`src/rtl/add_tree_and_round_pkg.sv`:
```
// rtl/add_tree_and_round_pkg.sv - shared rounding-mode codes and width helper
package add_tree_and_round_pkg;

    localparam logic [1:0] RND_FLOOR   = 2'd0;
    localparam logic [1:0] RND_ZERO    = 2'd1;
    localparam logic [1:0] RND_HALF_UP = 2'd2;
    localparam logic [1:0] RND_EVEN    = 2'd3;

    function automatic int clog2(input int n);
        int r;
        r = 0;
        while ((1 << r) < n) r = r + 1;
        return r;
    endfunction

endpackage

```
`src/rtl/add_tree_and_round_round_and_clip.sv`:
```
// rtl/add_tree_and_round_round_and_clip.sv - combinational scale by 2^-SHIFT, round, clip to OUT_W
module round_and_clip
    import add_tree_and_round_pkg::*;
#(
    parameter int IN_W  = 18,
    parameter int SHIFT = 2,
    parameter int OUT_W = 16
) (
    input  logic signed [IN_W-1:0]  sum_i,
    input  logic        [1:0]       mode_i,
    output logic signed [OUT_W-1:0] result_o,
    output logic                    clipped_o
);
    // One spare bit above the quotient so the rounding increment never wraps.
    localparam int RW = IN_W - SHIFT + 1;

    logic signed [RW-1:0] r;

    generate
        if (SHIFT == 0) begin : g_pass
            logic [1:0] unused_mode;
            assign unused_mode = mode_i;
            assign r = {sum_i[IN_W-1], sum_i};
        end else begin : g_round
            localparam logic [SHIFT-1:0] HALF = SHIFT'(1) << (SHIFT - 1);
            logic signed [RW-1:0] q;
            logic [SHIFT-1:0]     f;
            logic                 inc;

            assign q = {sum_i[IN_W-1], sum_i[IN_W-1:SHIFT]};
            assign f = sum_i[SHIFT-1:0];

            always_comb begin
                inc = 1'b0;
                case (mode_i)
                    RND_FLOOR:   inc = 1'b0;
                    RND_ZERO:    inc = sum_i[IN_W-1] & (|f);
                    RND_HALF_UP: inc = (f >= HALF);
                    default:     inc = (f > HALF) | ((f == HALF) & q[0]);
                endcase
            end

            assign r = q + {{(RW-1){1'b0}}, inc};
        end

        if (RW > OUT_W) begin : g_clip
            // Fits only when every bit from OUT_W-1 upward equals the sign.
            logic [RW-OUT_W:0] top;
            assign top       = r[RW-1:OUT_W-1];
            assign clipped_o = ~((&top) | ~(|top));
            assign result_o  = clipped_o ? (r[RW-1] ? {1'b1, {(OUT_W-1){1'b0}}}
                                                    : {1'b0, {(OUT_W-1){1'b1}}})
                                         : r[OUT_W-1:0];
        end else begin : g_fit
            assign clipped_o = 1'b0;
            assign result_o  = OUT_W'(r);
        end
    endgenerate

endmodule

```
`src/rtl/add_tree_and_round.sv`:
```
// rtl/add_tree_and_round.sv - pipelined N-input signed adder tree with rounding, clipping and sticky overflow
module add_tree_and_round
    import add_tree_and_round_pkg::*;
#(
    parameter int WIDTH     = 16,
    parameter int NUM_IN    = 4,
    parameter int SHIFT     = 2,
    parameter int OUT_WIDTH = 16
) (
    input  logic                    clk,
    input  logic                    reset_n,
    input  logic [NUM_IN*WIDTH-1:0] i_tdata,
    input  logic                    i_tlast,
    input  logic                    i_tvalid,
    output logic                    i_tready,
    input  logic [1:0]              round_mode,
    output logic [OUT_WIDTH-1:0]    o_tdata,
    output logic                    o_tlast,
    output logic                    o_tvalid,
    input  logic                    o_tready,
    output logic                    overflow,
    input  logic                    clear_ovf
);
    localparam int LEVELS = clog2(NUM_IN);
    localparam int SW     = WIDTH + LEVELS;

    logic                        en;
    logic signed [SW-1:0]        stage_in [LEVELS][NUM_IN];
    logic signed [SW-1:0]        sum_d    [LEVELS][NUM_IN];
    logic signed [SW-1:0]        sum_q    [LEVELS][NUM_IN];
    logic [LEVELS-1:0]           vld_q;
    logic [LEVELS-1:0]           last_q;
    logic [1:0]                  mode_q   [LEVELS];
    logic signed [OUT_WIDTH-1:0] rc_result;
    logic                        rc_clipped;
    logic                        o_tvalid_q;
    logic                        o_tlast_q;
    logic [OUT_WIDTH-1:0]        o_tdata_q;
    logic                        overflow_q;
    logic                        overflow_d;

    assign en       = o_tready | ~o_tvalid_q;
    assign i_tready = en;

    always_comb begin
        for (int l = 0; l < LEVELS; l++) begin
            for (int i = 0; i < NUM_IN; i++) begin
                stage_in[l][i] = '0;
            end
        end
        for (int i = 0; i < NUM_IN; i++) begin
            stage_in[0][i] = SW'($signed(i_tdata[i*WIDTH +: WIDTH]));
        end
        for (int l = 1; l < LEVELS; l++) begin
            for (int i = 0; i < NUM_IN; i++) begin
                stage_in[l][i] = sum_q[l-1][i];
            end
        end
    end

    // Slots past a level's live count hold zero, so an unpaired operand
    // added to its zero neighbour passes through unchanged.
    always_comb begin
        for (int l = 0; l < LEVELS; l++) begin
            for (int i = 0; i < NUM_IN; i++) begin
                sum_d[l][i] = '0;
            end
            for (int i = 0; i < NUM_IN / 2; i++) begin
                sum_d[l][i] = stage_in[l][2*i] + stage_in[l][2*i+1];
            end
            if (NUM_IN % 2 == 1) begin
                sum_d[l][NUM_IN/2] = stage_in[l][NUM_IN-1];
            end
        end
    end

    always_ff @(posedge clk or negedge reset_n) begin
        if (!reset_n) begin
            for (int l = 0; l < LEVELS; l++) begin
                for (int i = 0; i < NUM_IN; i++) begin
                    sum_q[l][i] <= '0;
                end
                mode_q[l] <= RND_FLOOR;
            end
            vld_q      <= '0;
            last_q     <= '0;
            o_tvalid_q <= 1'b0;
            o_tlast_q  <= 1'b0;
            o_tdata_q  <= '0;
        end else if (en) begin
            sum_q     <= sum_d;
            vld_q[0]  <= i_tvalid;
            last_q[0] <= i_tlast;
            mode_q[0] <= round_mode;
            for (int l = 1; l < LEVELS; l++) begin
                vld_q[l]  <= vld_q[l-1];
                last_q[l] <= last_q[l-1];
                mode_q[l] <= mode_q[l-1];
            end
            o_tvalid_q <= vld_q[LEVELS-1];
            o_tlast_q  <= last_q[LEVELS-1];
            o_tdata_q  <= rc_result;
        end
    end

    round_and_clip #(
        .IN_W  (SW),
        .SHIFT (SHIFT),
        .OUT_W (OUT_WIDTH)
    ) u_round_and_clip (
        .sum_i     (sum_q[LEVELS-1][0]),
        .mode_i    (mode_q[LEVELS-1]),
        .result_o  (rc_result),
        .clipped_o (rc_clipped)
    );

    // A clipping beat landing in the output register beats a same-cycle clear.
    assign overflow_d = (en & vld_q[LEVELS-1] & rc_clipped) | (overflow_q & ~clear_ovf);

    always_ff @(posedge clk or negedge reset_n) begin
        if (!reset_n) begin
            overflow_q <= 1'b0;
        end else begin
            overflow_q <= overflow_d;
        end
    end

    assign o_tdata  = o_tdata_q;
    assign o_tlast  = o_tlast_q;
    assign o_tvalid = o_tvalid_q;
    assign overflow = overflow_q;

endmodule

```
`config.mk`:
```
export PLATFORM = sky130hd
export DESIGN_NAME = add_tree_and_round
export DESIGN_NICKNAME = d
export VERILOG_FILES = /design/src/rtl/add_tree_and_round_pkg.sv /design/src/rtl/add_tree_and_round_round_and_clip.sv /design/src/rtl/add_tree_and_round.sv
export SDC_FILE = /design/constraint.sdc
export NUM_CORES = 1
export LEC_CHECK = 0
export BUFFER_PORTS_ARGS = -buffer_cell sky130_fd_sc_hd__buf_4
export CAP_MARGIN = 20
export CORE_ASPECT_RATIO = 1.5
export CORE_MARGIN = 2
export CORE_UTILIZATION = 45
export CTS_CLUSTER_DIAMETER = 100
export DETAILED_ROUTE_END_ITERATION = 16
export PLACE_DENSITY = 0.7
export SYNTH_ARGS = -nofsm -noshare
export SYNTH_HDL_FRONTEND = slang
export SYNTH_SLANG_ARGS = --single-unit
```
`constraint.sdc`:
```
create_clock -name clk -period 3.4 [get_ports clk]
set_clock_uncertainty 0.2 [all_clocks]
set_input_delay 0.34 -clock clk [delete_from_list [all_inputs] [get_ports clk]]
set_output_delay 0.34 -clock clk [all_outputs]
set_load 0.01 [all_outputs]
```
# Word-level counts from Yosys, hierarchy flattened
# Cells that the tools add are included.
dict set report totals {
  reg_bits 81
  in_bits 72
  out_inout_bits 20
  elab_cells 40
}
dict set report classes {
  n_addsub 4
  magnitude_cmp 2
  eq_ne 3
  mux 3
  bitwise 13
  n_reduce_logical 4
}
# op n
set op_table {}
lappend op_table {{16-bit by 16-bit adder with 17-bit output} 2}
lappend op_table {{16-bit two-way mux} 2}
lappend op_table {{18-bit adder} 1}
lappend op_table {{16-bit by 2-bit adder with 17-bit output} 1}
lappend op_table {{1-bit AND} 5}
lappend op_table {{2-bit equality test (second input constant)} 2}
lappend op_table {{1-bit inverter} 4}
lappend op_table {{1-bit OR} 4}
lappend op_table {{2-bit OR reduction} 2}
lappend op_table {{1-bit case mux with 3 select lines} 1}
lappend op_table {{2-bit by 1-bit equality test with 1-bit output (second input constant)} 1}
lappend op_table {{2-bit >= comparator (second input constant)} 1}
lappend op_table {{2-bit > comparator (second input constant)} 1}
lappend op_table {{2-bit logical NOT} 1}
lappend op_table {{2-bit AND reduction} 1}

# Depth between registers and ports, before layout
dict set report depth {
  depth_word 11
  ltp_mapped 12
  mapped_depth_nobuf 11
}

# Hierarchy
# From an unflattened synthesis, not the netlist that was laid out.
dict set report hier_totals {
  hier_cells 693
  hier_area_um2 5911.9
}
# module n_inst cells_per_inst area_each_um2 seq_area_each_um2
set modules_own_cells {}
lappend modules_own_cells {add_tree_and_round 1 607 5358.9 1976.9}
lappend modules_own_cells {round_and_clip 1 86 553.0 0.0}

# Least setup slack after synthesis
# OpenSTA, ideal clock, no wires.
dict set report synth_timing {
  kind {register to register}
  start {register sum_q[71] (netlist bit)}
  end {register o_tdata_q[10] (netlist: o_tdata[10])}
  setup_time_ns 0.065
  t_arrival_ns 2.232
  t_required_ns 3.135
  path_slack_ns 0.903
  stages_incl_launch_ff 11
  path_buffers 1
  synth_period_minus_slack_ns 2.497
  cell_sequence {dfrtp_1 a21oi_1 a311oi_1 ha_1 ha_1 and4_1 nand2_1 mux2_2 o21ai_4 buf_6 o22a_1}
}
dict set report synth_via {
  elab_chain_len 7
  elab_cells_between_ends 9
  cone_classes {1 x add/sub; 3 x mux; 3 x bitwise; 2 x reduce/logical}
}
# element line_no
set synth_rtl {}
lappend synth_rtl {{from (decl)} add_tree_and_round.sv:30} ;# logic signed [SW-1:0] sum_q [LEVELS][NUM_IN];
lappend synth_rtl {{from (signal assigned)} add_tree_and_round.sv:91} ;# sum_q <= sum_d;
lappend synth_rtl {{1-bit AND} add_tree_and_round_round_and_clip.sv:37} ;# RND_ZERO: inc = sum_i[IN_W-1] & (|f);
lappend synth_rtl {{1-bit case mux with 3 select lines} add_tree_and_round_round_and_clip.sv:35} ;# case (mode_i)
lappend synth_rtl {{16-bit by 2-bit adder with 17-bit output *} add_tree_and_round_round_and_clip.sv:43} ;# assign r = q + {{(RW-1){1'b0}}, inc};
lappend synth_rtl {{2-bit OR reduction} add_tree_and_round_round_and_clip.sv:50} ;# assign clipped_o = ~((&top) | ~(|top));
lappend synth_rtl {{1-bit inverter} add_tree_and_round_round_and_clip.sv:50}
lappend synth_rtl {{1-bit OR} add_tree_and_round_round_and_clip.sv:50}
lappend synth_rtl {{16-bit two-way mux *} add_tree_and_round_round_and_clip.sv:51} ;# assign result_o = clipped_o ? (r[RW-1] ? {1'b1, {(OUT_W-1){1'b0}}}
lappend synth_rtl {{to (signal assigned)} add_tree_and_round.sv:102} ;# o_tdata_q <= rc_result;
lappend synth_rtl {{to (decl)} add_tree_and_round.sv:38} ;# logic [OUT_WIDTH-1:0] o_tdata_q;
# Every way passes the cells marked *; elsewhere a longest branch is shown, timed or not.
# A chain may end at the register's enable or synchronous reset.

# Final worst setup path
dict set report layout_timing {
  start {register sum_q[71] (netlist bit)}
  end {register o_tdata_q[14] (netlist: o_tdata[14])}
}
# Same word-level chain as after synthesis.

==> flow_summary_export.csv <==
group,metric,value,unit
run_status,outcome,"complete, no violations",
die,die_w,95.3,um
logic_synthesis,ys_top_cells_by_area,"dfrtp_1 (35%), ha_1 (12%), nand2_1 (5.9%)",
detailed_routing,drtAntennaViolNets,0,
detailed_routing,wl_per_cell,15.5,um
cts,clkTransAtPathRegs,0.06,ns
detailed_routing,drcViolationCount,0,
timing,fin_tns_setup,0,ns
global_route,grt_pass1_vias,5011,
global_route,grt_pass1_wl,23.3,mm
detailed_routing,drtIter0Drc,281,
worst_setup_path,worstPathRequired,3.47,ns
worst_hold_path,min-delay-start,"i_tdata[48]",
cells_and_area,fillers,1162,
die,core_area,12300,um^2
detailed_routing,avgViaCountPerCell,5.58,
logic_synthesis,yosysTopAreaCell,"dfrtp_1",
worst_setup_path,worstSetupStartpoint,"sum_q[71]$_DFFE_PN0N_",
logic_synthesis,async_reset_ff_frac,1.00,
logic_synthesis,synth_seq_cells,79,
cts,cts-root-buf,"clkbuf_16",
logic_synthesis,ys_seq_area_frac,0.352,
timing,setup_violations,0,
logic_synthesis,synth_flop_cell,"dfrtp_1",
pwr,power_density,777,nW/um^2
cts,ctsResizeCount,0,
cells_and_area,regArea,1980,um^2
cells_and_area,multi_input_area,3490,um^2
timing,rsz0062_at_grt,"false",
global_route,grt_max_degree,80,
timing,slew_viol_final,0,
worst_hold_path,whs_path_depth,4,
die,num_rows,50,
timing,worst_slack,0.468,ns
pwr,ir_worst_vdd,0.000248,V
cts,clk_path_buf_depth,2,
cells_and_area,final_net_count,857,
timing,final_hold_viol_count,0,
run,cap_violations,0,
logic_synthesis,yosysUniqueCellTypes,71,
worst_setup_path,ff2ff_path_depth,9,
detailed_routing,firstDrtPassIters,4,
timing,worst_pin_slew,0.964,ns
timing,timing.hold.ws,0.120,ns
global_route,track_usage,0.218,
cts,worstSkewPairLatency,0.34,ns
cells_and_area,area_delta_synth_final,21.7,%
detailed_routing,via_count,4969,
timing,clock.fmax,341,MHz
timing,post-route-period-util,0.862,
worst_setup_path,arrival,3.01,ns
logic_synthesis,syn_area,5620,um^2
worst_setup_path,reg2reg_from,"sum_q[71]$_DFFE_PN0N_",
timing,fin_crit,2.93,ns
cells_and_area,utilization,0.555,
cts,clock_sinks,79,
logic_synthesis,ys_warn_count,0,
worst_setup_path,path_class,"reg -> reg",
placed_design,port_buffers,91,
timing,slew_headroom,0.357,
die,die_area,13400,um^2
placed_design,finalWeightedCongestion,0.853,
detailed_routing,finalWirelength,13.8,mm
cts,cts_tree,"done",
cells_and_area,drive_above_1_share,0.177,
global_route,antenna_found_initial,0,
worst_hold_path,holdCritPathClass,"in -> reg",
cts,cts_buffers,9,
cells_and_area,diodes,0,
logic_synthesis,synth.avg_cell_area,8.78,um^2
logic_synthesis,synth.top_cell.area_share,0.352,
die,ios,92,
cts,htreeDepth,3,
logic_synthesis,synthesis.nets,767,
placed_design,dp_hpwl,10.9,mm
die,initial_core_util,0.456,
worst_setup_path,worstSetupEndpointType,"register",
die,dieHeight,141,um
global_route,overflow,0,
pwr,power.leakage,0.00308,uW
logic_synthesis,synth_edf_count,0,
worst_setup_path,crit_fanout,14,
placed_design,preCtsSetupSlack,0.474,ns
logic_synthesis,syn_inst,640,
worst_setup_path,startpoint_type,"register",
-- flip-flops by register name, summed over array words and instances, names as in the netlist --
signal    cells
overflow      1
sum_q        18
o_tlast       1
mode_q        4
o_tdata      16
stage_in     34
last_q        2
vld_q         2
o_tvalid      1
-- stage by stage --
step	total power (uW)	area [um^2]	std cells
2_1_floorplan	3470	5620	640
3_3_place_gp	4150	6440	869
3_5_place_dp	4220	6440	869
4_1_cts	5360	6840	890
5_1_grt	5770	6840	890
6_report	5320	6840	890
-- cells in the mapped netlist (2+ instances only) --
cell type and n:
nand4_1 9, o22a_1 14, nand2b_1 4, clkbuf_1 12, a211oi_1 8, nor2b_1 4
dfrtp_1 79, a21o_1 13, o31ai_1 11, a211o_1 4, or2_2 2, o21bai_1 6
nor2_1 62, nand3_1 15, o22ai_1 3, xor2_1 23, o211ai_1 4, nor3b_1 4
buf_1 7, ha_1 52, o31a_1 2, a311oi_1 2, inv_1 17, a31oi_1 6
a41oi_1 5, buf_6 2, nand2_1 88, xnor2_1 25, a21oi_1 57, nor3_1 12
fa_1 3, o21a_1 4, o21ai_0 41, o21ai_1 3
-- cell type report --
| type | instances | area share |
|---|---|---|
| multi-input cells | 521 | 0.509 |
| flip-flops and latches | 79 | 0.289 |
| repair buffers | 101 | 0.113 |
| clock buffers | 10 | 0.0349 |
| well taps | 156 | 0.0285 |
| clock inverters | 5 | 0.0155 |
| inverters | 18 | 0.00987 |
-- per-layer routing --
metal | share of wire | vias to the layer above | global-route usage
met2 | 0.54 | 126 | 0.390
met4 | 0.044 | 0 | 0.120
met1 | 0.39 | 2307 | 0.246
li1 | - | 2501 | -
met3 | 0.032 | 35 | 0.0257
met5 | 0 | - | 0
-- cells by family (layout without fill, tap and decap cells) --
family | Yosys count | count (layout) | synth area share
AND/OR/NAND/NOR | 215 | 215 | 0.174
AO/OA/AOI/OAI | 201 | 201 | 0.239
flip-flops | 79 | 79 | 0.352
adder cells (fa/ha/maj) | 55 | 55 | 0.126
XOR/XNOR | 48 | 48 | 0.0748
buffers and inverters | 40 | 134 | 0.0296
multiplexers | 2 | 2 | 0.00378
-- report_power, final --
group          internal [uW]  switching (uW)
registers               1340             317
clock network            734             371
logic                   1150            1410
-- worst paths after layout --
path	slack (ns)	to
hold / removal	0.12	stage_in[36]$_DFFE_PN0N_
setup reg to reg	0.47	o_tdata[14]$_DFFE_PN0N_
hold reg to reg	0.27	vld_q[0]$_DFFE_PN0N_
max in group asynchronous	1.88	overflow$_DFF_PN0_
min in group asynchronous	0.50	o_tdata[1]$_DFFE_PN0N_
setup / recovery	0.47	o_tdata[14]$_DFFE_PN0N_
-- timing repair --
action | CTS | global route
hold buffers | 6 | 0
hold endpoints to repair | 19 | 0
buffers inserted | 0 | 0
-- critical path: stages (launching register included) --
cell,delay (ns)
dfrtp_1,0.45
a21oi_1,0.09
a311oi_1,0.35
ha_1,0.26
ha_1,0.23
and4_1,0.32
nand2_1,0.11
mux2_2,0.31
o21ai_4,0.33
o22a_1,0.21
-- cell usage in the layout (no fill, tap or decap), types with 3 or more instances in the layout --
cell type and instances:
o21ai_1 3, o31ai_1 11, nand4_1 9, o22a_1 14
xnor2_1 25, a21oi_1 57, bufinv_16 3, nor3b_1 4
nor2b_1 3, nand2_1 88, nor2_1 62, xor2_1 23
o21a_1 4, a211oi_1 8, o21bai_1 6, a41oi_1 5
o211ai_1 4, a21o_1 13, nor3_1 12, clkbuf_16 9
a31oi_1 6, ha_1 52, dlygate4sd3_1 6, a211o_1 4
buf_4 95, nand2b_1 4, nand3_1 15, o21ai_0 41
dfrtp_1 79, fa_1 3, inv_1 17, o22ai_1 3
Note: power is estimated with default switching activity, not from simulation.
